--- src/rtl/uart_tx_cfg.sv ---
// Configurable UART transmitter: start bit, DATA_W data bits LSB first, optional
// even/odd parity and one or two stop bits, one word per valid/ready handshake.
module uart_tx_cfg #(
    parameter int CLK_FREQ  = 50_000_000,
    parameter int BAUD_RATE = 115_200,
    parameter int DATA_W    = 8
) (
    input  logic              clk,
    input  logic              rst_n,
    input  logic [DATA_W-1:0] din,
    input  logic              din_valid,
    output logic              tx_ready,
    input  logic [1:0]        cfg_parity,
    input  logic              cfg_stop2,
    output logic              busy,
    output logic              tx
);

    localparam int CPB   = CLK_FREQ / BAUD_RATE;
    localparam int CNT_W = $clog2(CPB) + 1;
    localparam int IDX_W = $clog2(DATA_W) + 1;
    localparam logic [CNT_W-1:0] CNT_LAST = CNT_W'(CPB - 1);
    localparam logic [IDX_W-1:0] IDX_LAST = IDX_W'(DATA_W - 1);

    generate
        if (DATA_W < 5 || DATA_W > 9) begin : g_bad_data_w
            $error("uart_tx_cfg: DATA_W must be in 5..9");
        end
        if (CPB < 2) begin : g_bad_cpb
            $error("uart_tx_cfg: CLK_FREQ/BAUD_RATE must be at least 2");
        end
    endgenerate

    typedef enum logic [2:0] {
        IDLE   = 3'd0,
        START  = 3'd1,
        DATA   = 3'd2,
        PARITY = 3'd3,
        STOP   = 3'd4
    } state_t;

    state_t            state_reg;
    logic [CNT_W-1:0]  clk_cnt_reg;
    logic [IDX_W-1:0]  bit_idx_reg;
    logic [DATA_W-1:0] shift_reg;
    logic              par_en_reg;
    logic              par_bit_reg;
    logic              stop2_reg;

    wire bit_done = (clk_cnt_reg == CNT_LAST);

    always_ff @(posedge clk) begin
        if (!rst_n) begin
            state_reg   <= IDLE;
            clk_cnt_reg <= '0;
            bit_idx_reg <= '0;
            shift_reg   <= '0;
            par_en_reg  <= 1'b0;
            par_bit_reg <= 1'b0;
            stop2_reg   <= 1'b0;
            tx          <= 1'b1;
            tx_ready    <= 1'b0;
            busy        <= 1'b0;
        end else begin
            case (state_reg)
                IDLE: begin
                    tx          <= 1'b1;
                    clk_cnt_reg <= '0;
                    bit_idx_reg <= '0;
                    if (tx_ready && din_valid) begin
                        // Parity is resolved at capture so later din/cfg changes cannot leak in.
                        shift_reg   <= din;
                        par_en_reg  <= (cfg_parity == 2'b01) || (cfg_parity == 2'b10);
                        par_bit_reg <= (cfg_parity == 2'b10) ? ~^din : ^din;
                        stop2_reg   <= cfg_stop2;
                        tx          <= 1'b0;
                        tx_ready    <= 1'b0;
                        busy        <= 1'b1;
                        state_reg   <= START;
                    end else begin
                        tx_ready    <= 1'b1;
                        busy        <= 1'b0;
                    end
                end

                START: begin
                    if (bit_done) begin
                        clk_cnt_reg <= '0;
                        tx          <= shift_reg[0];
                        shift_reg   <= shift_reg >> 1;
                        state_reg   <= DATA;
                    end else begin
                        clk_cnt_reg <= clk_cnt_reg + 1'b1;
                    end
                end

                DATA: begin
                    if (bit_done) begin
                        clk_cnt_reg <= '0;
                        if (bit_idx_reg == IDX_LAST) begin
                            bit_idx_reg <= '0;
                            if (par_en_reg) begin
                                tx        <= par_bit_reg;
                                state_reg <= PARITY;
                            end else begin
                                tx        <= 1'b1;
                                state_reg <= STOP;
                            end
                        end else begin
                            bit_idx_reg <= bit_idx_reg + 1'b1;
                            tx          <= shift_reg[0];
                            shift_reg   <= shift_reg >> 1;
                        end
                    end else begin
                        clk_cnt_reg <= clk_cnt_reg + 1'b1;
                    end
                end

                PARITY: begin
                    if (bit_done) begin
                        clk_cnt_reg <= '0;
                        tx          <= 1'b1;
                        state_reg   <= STOP;
                    end else begin
                        clk_cnt_reg <= clk_cnt_reg + 1'b1;
                    end
                end

                STOP: begin
                    if (bit_done) begin
                        clk_cnt_reg <= '0;
                        // bit_idx_reg doubles as the stop-bit counter here.
                        if (stop2_reg && bit_idx_reg == '0) begin
                            bit_idx_reg <= IDX_W'(1);
                        end else begin
                            bit_idx_reg <= '0;
                            tx          <= 1'b1;
                            tx_ready    <= 1'b1;
                            busy        <= 1'b0;
                            state_reg   <= IDLE;
                        end
                    end else begin
                        clk_cnt_reg <= clk_cnt_reg + 1'b1;
                    end
                end

                default: begin
                    state_reg   <= IDLE;
                    clk_cnt_reg <= '0;
                    bit_idx_reg <= '0;
                    tx          <= 1'b1;
                    tx_ready    <= 1'b0;
                    busy        <= 1'b0;
                end
            endcase
        end
    end

endmodule
--- config.mk ---
export PLATFORM = sky130hd
export DESIGN_NAME = uart_tx_cfg
export DESIGN_NICKNAME = d
export VERILOG_FILES = /design/src/rtl/uart_tx_cfg.sv
export SDC_FILE = /design/constraint.sdc
export NUM_CORES = 1
export LEC_CHECK = 0
export ABC_AREA = 1
export ABC_CLOCK_PERIOD_IN_PS = 2100
export BUFFER_PORTS_ARGS = -buffer_cell sky130_fd_sc_hd__buf_2
export CAP_MARGIN = 20
export CELL_PAD_IN_SITES_DETAIL_PLACEMENT = 0
export CELL_PAD_IN_SITES_GLOBAL_PLACEMENT = 1
export CORE_ASPECT_RATIO = 1.4
export CORE_MARGIN = 3
export CORE_UTILIZATION = 47
export CTS_BUF_LIST = sky130_fd_sc_hd__clkbuf_8
export CTS_CLUSTER_SIZE = 16
export DETAILED_ROUTE_END_ITERATION = 8
export PLACE_DENSITY_LB_ADDON = 0.1
export SYNTH_ARGS = -nofsm -noshare
export SYNTH_HDL_FRONTEND = slang
export SYNTH_SLANG_ARGS = --single-unit
--- constraint.sdc ---
create_clock -name clk -period 2.1 [get_ports clk]
set_input_delay 0.105 -clock clk [delete_from_list [all_inputs] [get_ports clk]]
set_output_delay 0.105 -clock clk [all_outputs]
set_load 0.01 [all_outputs]
Word-level counts from Yosys, hierarchy flattened
Index checks and enable logic that the tools add are counted.

Bits in latches: 0. Input bits: 14. Memories: 0. Memory bits (writable): 0. Bits in read-only memories: 0. Output and inout port bits: 3. Logic and storage cells: 84. Flip-flop bits (word level): 31.

$add $sub $neg: 2. Bitwise operators: 4. Divide/modulo/power cells: 0. Shifts and indexed selects: 0. Eq/ne operators: 16. Reductions and logical operators: 18. Multipliers: 0. Magnitude comparators: 0. Muxes and demuxes: 34.

Operator list (number): 2-to-1 mux 8 bit (4); 2-to-1 mux 3 bit (8); case mux 8 bit (3 select lines) (1); inequality test 2 bit, second input constant (8); case mux 3 bit (5 select lines) (1); 2-to-1 mux 1 bit (13); 2-to-1 mux 4 bit (3); case mux 4 bit (3 select lines) (1); adder 10 x 1 -> 10 bit, second input constant (1); == test 10 x 9 -> 1 bit, second input constant (1); AND reduction 5 bit (2); XNOR reduction 8 bit (1); XOR reduction 8 bit (1); AND reduction 7 bit (1); == test 3 x 2 -> 1 bit, second input constant (2); case mux 1 bit (3 select lines) (2); AND reduction 3 bit (2); OR reduction 3 bit (2); case mux 1 bit (5 select lines) (1); adder 4 x 1 -> 4 bit, second input constant (1); == test 4 x 3 -> 1 bit, second input constant (1); zero test 4 bit (1); NOT 1 bit (4); OR reduction 4 bit (1); 10 further kinds (11).

Logic depth before layout (Yosys ltp)
Gate-level depths: netlist of the first run.

Depth in word-level cells: 5. Gate-level depth with buffers: 11. Gate-level depth less buffers: 11.

Worst setup path after synthesis of the first run
OpenSTA, ideal clock, no wires.

Kind: register -> register. From: register bit_idx_reg[0]. To: register shift_reg[4]. Setup time: 0.113 ns. Data required time: 1.987 ns. Path slack: 0.777 ns. Clock period less this slack: 1.323 ns. Stages on the path, launching flop included: 11. Buffers on the path: 1. Data arrival time: 1.210 ns. Cells stage by stage: dfxtp_1 -> ha_1 -> nand2_1 -> nor2_4 -> nand2_2 -> nand2_4 -> nor2_4 -> buf_8 -> nand2_1 -> nand2_1 -> nor2_1.

Word-level cells in the longest chain between the ends: 3.

Ends and longest elaborated chain: from (decl) (RTL line 44) `logic [IDX_W-1:0] bit_idx_reg;`; from (signal assigned) (RTL line 110) `bit_idx_reg <= bit_idx_reg + 1'b1;`; == test 4 x 3 -> 1 bit (RTL line 100) `if (bit_idx_reg == IDX_LAST) begin`; inequality test 2 bit (no source line); AND reduction 5 bit (no source line); to (signal assigned) (RTL line 72) `shift_reg <= din;`; to (signal assigned) (RTL line 90) `shift_reg <= shift_reg >> 1;`; to (signal assigned) (RTL line 112) `shift_reg <= shift_reg >> 1;`; to (decl) (RTL line 45) `logic [DATA_W-1:0] shift_reg;`.

No other way between the ends. A chain may end at the register's enable or synchronous reset.

Worst setup path after layout of the first run
From: register state_reg[1]. To: register shift_reg[0].

Word-level cells in the longest chain between the ends: 3. Elaborated cells between the ends (all ways): 10. Those cells by class: eq/ne: 6; mux: 1; reduce/logical: 3.

Ends and longest elaborated chain: from (decl) (RTL line 42) `state_t state_reg;`; from (signal assigned) (RTL line 54) `state_reg <= IDLE;`; from (signal assigned) (RTL line 79) `state_reg <= START;`; from (signal assigned) (RTL line 91) `state_reg <= DATA;`; == test 3 x 2 -> 1 bit, or another cell as far along (RTL line 65) `case (state_reg)`; inequality test 2 bit (no source line) / nonzero test 3 bit (equally long branches); AND reduction 5 bit (no source line).

Parallel ways exist; a longest one is shown, timed or not.

==> results of run 1 <==
stage by stage:
stage | instance area (um2) | hold slack [ns] | util [%] | instances | setup slack [ns]
after floorplan | 1850 | 0.240 | - | 283 | 0.777
after global routing | 2070 | 0.0694 | 55.9 | 345 | 0.385
after global placement | 1960 | 0.325 | 52.8 | 337 | 0.540
final | 2070 | 0.0463 | 55.9 | 345 | 0.534
after CTS | 2070 | 0.0412 | 55.9 | 345 | 0.513
after detailed placement | 1960 | 0.336 | 52.8 | 337 | 0.522
tightest hold or removal path: stages:
cell	delay (ns)
buf_2	0.07
nor2_1	0.03
nor2_1	0.08
layer usage:
layer  up-vias  part of all wire [%]
met4         0                   1.9
met5         -                     0
met1       719                    44
met3         6                   3.3
li1        918                     -
met2        26                    51
layout make-up:
cell class	instances	area, um2	share of cell area [%]
multi-input combinational	206	1040	50.2
sequential	31	621	29.9
inverter	42	163	7.84
clock buffer	6	82.6	3.98
timing repair buffer	16	80.1	3.86
tap	42	52.6	2.53
clock inverter	2	35.0	1.69
synth_stat cells:
cell type	count	area, um2
nand2_1	78	293
nor2_1	44	165
inv_1	37	139
dfxtp_1	31	621
nand3_1	17	85.1
o21ai_0	13	65.1
a21oi_1	10	50.1
ha_1	5	62.6
nand4_1	5	31.3
nor2_2	5	31.3
xor2_1	5	43.8
nand2_4	4	45.0
inv_2	3	11.3
nand2_2	3	18.8
nor3b_1	3	22.5
xnor2_1	3	26.3
inv_4	2	12.5
nand3_2	2	20.0
nor2_4	2	22.5
a211oi_1	1	7.51
a31oi_1	1	6.26
buf_1	1	3.75
buf_2	1	5.00
buf_8	1	15.0
clkbuf_1	1	3.75
nand3_4	1	17.5
nand3b_1	1	7.51
nor3_1	1	5.00
o211ai_1	1	7.51
o21a_1	1	7.51
kinds of logic (layout without fill, tap and decap cells):
| group | count (synthesis) | after routing |
|---|---|---|
| buffers and inverters | 46 | 66 |
| xor gates and xnor gates | 8 | 8 |
| adders and majority gates | 5 | 5 |
| AOI/OAI and AO/OA | 27 | 27 |
| DFF | 31 | 31 |
| and+or+nand+nor | 166 | 166 |
path summary, 6_finish.rpt:
check,depth (start not counted),startpoint,slack (ns),to
worst max-delay path,10,state_reg[1],0.53,shift_reg[0]
worst min-delay path,3,cfg_stop2,0.05,stop2_reg
worst max register to register,10,state_reg[1],0.53,shift_reg[0]
worst min register to register,1,clk_cnt_reg[0],0.47,clk_cnt_reg[0]
power by group through the flow:
stage,Combinational (mW),Sequential (mW),Clock [mW]
finish,1.33,0.852,0.599
global placement,1.34,0.867,0
floorplan,1.14,0.853,0
global route,1.55,0.867,0.642
detailed placement,1.34,0.865,0
CTS,1.35,0.852,0.617
==> qor.csv, run 1 <==
metric,value,unit
status,finished clean,
post-synthesis adder-cell area fraction,3.38,%
met3 Track Usage GR,4.18,%
Max Clk Rate,0.639,GHz
first-pass GRT wire length,6230,um
Internal Pwr Total,1.58,mW
TritonCTS clock tree,built,
met1 Resource Use GR,18.6,%
sequential share of power,30.7,%
NetSw,1.20,mW
P&R area growth vs syn,12.0,%
Crit Path Class,reg -> reg,
initial antenna violation count,0,
Sink Count,31,
FP Rows,26,
Cells after Synth,283,
measured slew at the worst slew-check pin,0.364,ns
"Arr. time, crit path",1.74,ns
"commonest non-fill, non-tap cell in the layout",nand2_1,
max-slew violations,0,
Hold Path Class,in -> reg,
Final Hold Fails,0,
vias,1669,
"CP delay by family, top",simple AND/OR/NAND/NOR gates,
die area,4740,um2
WP data required,2.28,ns
Worst VDD drop,1050,uV
simple-gate share of the synthesized area,41.3,%
Worst path max stage delay,0.36,ns
Core ar.,3710,um2
power density over the cells,1340,nW/um2
DR pass1 iterations,4,
Slew Limit Headroom,75.7,%
Net Sw Frac,43.2,%
ant diodes,0,
max cap viols,0,
synthesized area per cell,6.54,um2
Final period util,74.6,%
Mapped Nets,302,
most frequent CP cell,nand2_4,
Power Total,2.78,mW
share of cells above drive strength 1,15.2,%
crit-path max FO,14,
Total Routed Length,3570,um
grt ovf,0,
die width,59.1,um
Static Leak,1.02,nW
Die Y,80.3,um
Initial Util,49.9,%
largest family of logic cells by synthesized area,simple AND/OR/NAND/NOR gates,
CTS H-tree depth,2,
clk buf depth,2,
GP Congestion,0.782,
CTS root buffer,clkbuf_8,
post-synthesis xor/xnor area fraction,3.78,%
DRC,0,
IO Count,17,
CTS resizes,0,
mux cell area share after synthesis,0,%
total CTS buffers,5,
CP Launch Type,register,
"Cell Area, Synth",1850,um2
RSZ-0062 raised after global routing,false,
initial DRC count,64,
drt wl/cell,10.4,um
Critical Path Slowest Stage Cell,dfxtp_1,
Most Crowded Layer GR,met2,
Post CTS Setup Buffer Count,0,
Setup Skew,0.00796,ns
"Seq/Total Area, Yosys",33.5,%
Port-buffer cells,16,
M2 GR Usage,29.8,%
Final HPWL DP,2800,um
final setup TNS,0,ns
min cycle time layout,1.57,ns
crit path buf inv count,2,
worst skew pair latency,0.28,ns
nets,321,
largest net degree at the start of global routing,20,
warnings from Yosys,0,
most frequent cells in the layout,"nand2_1, nor2_1, inv_1",
synth unique cells,30,
vias in the first global route,1499,
"critical path, cell by cell",inv_2 > nand3_2 > nand2_4 > inv_4 > nand2_4 > nand2_4 > nor2_4 > nand2_1 > nand2_1 > nor2_1,
Yosys reg bits,31,
FILL cells,368,
Comb pwr share,47.7,%
clock share of power,21.6,%
max reg flops,10,
antenna-violating nets left,0,
post-synthesis compound-gate area fraction,7.77,%
GRT Util Overall,16.9,%
vias per inst,4.84,
cts hold-fix bufs,0,
# setup viols final,0,
critical path endpoint category,register,
Worst-path clk slew,0.07,ns
Note: power is estimated with default switching activity, not from simulation.
==> run 2, diff against run 1 <==
Settings changed: ABC_CLOCK_PERIOD_IN_PS 2100 to 1500, CORE_UTILIZATION 47 to 43.
Clock period 2.1 ns to 1.5 ns, I/O delays scaled along.
==> qor.csv, run 2 (same netlist as run 1, synthesis figures left out) <==
metric,value,unit
Power Total,4.22,mW
max-slew violations,0,
antenna-violating nets left,0,
Sink Count,31,
Hold Path Class,in -> reg,
Port-buffer cells,16,
power density over the cells,1900,nW/um2
nets,334,
critical path endpoint category,register,
GRT Util Overall,17.1,%
die area,5140,um2
CTS H-tree depth,2,
FP Rows,27,
initial antenna violation count,0,
WP data required,1.68,ns
worst skew pair latency,0.28,ns
Final Hold Fails,0,
"commonest non-fill, non-tap cell in the layout",nand2_1,
sequential share of power,28.8,%
Finished Core Util,54.8,%
Setup Skew,0.00467,ns
Final HPWL DP,3020,um
Total Routed Length,3870,um
cts hold-fix bufs,0,
crit-path max FO,14,
vias per inst,4.70,
largest net degree at the start of global routing,19,
vias in the first global route,1696,
Worst VDD drop,1020,uV
FILL cells,436,
DRC,0,
vias,1683,
max reg flops,10,
ant diodes,0,
IO Count,17,
DR pass1 iterations,4,
drt wl/cell,10.8,um
NetSw,1.80,mW
status,finished clean,
placed insts,349,
max cap viols,0,
clk buf depth,2,
first-pass GRT wire length,6820,um
Core ar.,4050,um2
CP Launch Type,register,
design area,2220,um2
# setup viols final,0,
RSZ-0062 raised after global routing,true,
TritonCTS clock tree,built,
die width,61.5,um
initial DRC count,42,
Hold WS,0.0119,ns
Area after DPL,2050,um2
Net Sw Frac,42.6,%
share of cells above drive strength 1,22.9,%
Slew Limit Headroom,84.8,%
Comb pwr share,52.6,%
Final period util,91.8,%
grt ovf,0,
Max Clk Rate,0.727,GHz
"Arr. time, crit path",1.55,ns
most frequent cells in the layout,"nand2_1, nor2_1, inv_1",
Static Leak,1.09,nW
GP Congestion,0.751,
Internal Pwr Total,2.42,mW
clock share of power,18.5,%
Crit Path Class,reg -> reg,
Die Y,83.6,um
Worst-path clk slew,0.07,ns
P&R area growth vs syn,20.1,%
Initial Util,45.7,%
min cycle time layout,1.38,ns
measured slew at the worst slew-check pin,0.228,ns
final cell count without fillers,358,
total CTS buffers,5,
CTS root buffer,clkbuf_8,
-- run 2: changes by cell type in the layout (fill, tap and decap cells not counted), sizes merged --
cell,previous run,this run
clkinv,1,0
clkbuf,6,5
buf,16,29
inv,42,43
-- run 2: power by group through the flow --
stage | Clock, mW | Sequential [mW] | Combinational (mW)
floorplan | 0 | 1.19 | 1.60
global placement | 0 | 1.21 | 2.12
detailed placement | 0 | 1.21 | 2.11
CTS | 0.804 | 1.19 | 2.11
global route | 0.838 | 1.24 | 2.56
finish | 0.782 | 1.21 | 2.22
-- run 2: layout make-up --
type	count	area, um2	share of cell area (%)
Timing Repair Buffer	29	190	8.55
Multi-Input combinational cell	206	1090	49.0
Inverter	42	163	7.32
Clock inverter	2	33.8	1.52
Sequential cell	31	626	28.1
Clock buffer	5	68.8	3.10
Tap cell	43	53.8	2.42
-- run 2: routing by layer --
layer | share of wire, % | global-route usage, %
met5 | 0 | 0
met4 | 1.4 | 4.44
met3 | 2.7 | 4.49
met2 | 50 | 30.5
met1 | 46 | 19.1
-- run 2: timing repair --
| action | 4_1_cts | 5_1_grt |
|---|---|---|
| buffers inserted | 0 | 2 |
| gates resized for setup | 0 | 17 |
| setup endpoints to repair | 0 | 17 |
-- run 2: final timing paths --
kind         slack (ns)      endpoint  cells past startpoint          from
min                0.01     stop2_reg                      3     cfg_stop2
min reg2reg        0.48  shift_reg[5]                      2  shift_reg[5]
max                0.12  shift_reg[4]                     10  state_reg[1]
max reg2reg        0.12  shift_reg[4]                     10  state_reg[1]
-- run 2: metrics by stage --
step | TNS, ns | setup WS [ns]
final | 0 | 0.124
after global routing | -0.108 | -0.0346
after CTS | 0 | 0.0284
after detailed placement | 0 | 0.0437
after global placement | 0 | 0.0784
after floorplan | 0 | 0.177
-- run 2: worst max-delay path, cell delays in order (launching register included) --
cell     delay, ns
dfxtp_1       0.43
inv_2         0.09
nand3_2       0.12
nand2_4       0.08
inv_4         0.10
nor2_2        0.06
nor2_4        0.12
buf_12        0.14
nand2_1       0.05
nand2_1       0.05
nor2_1        0.04
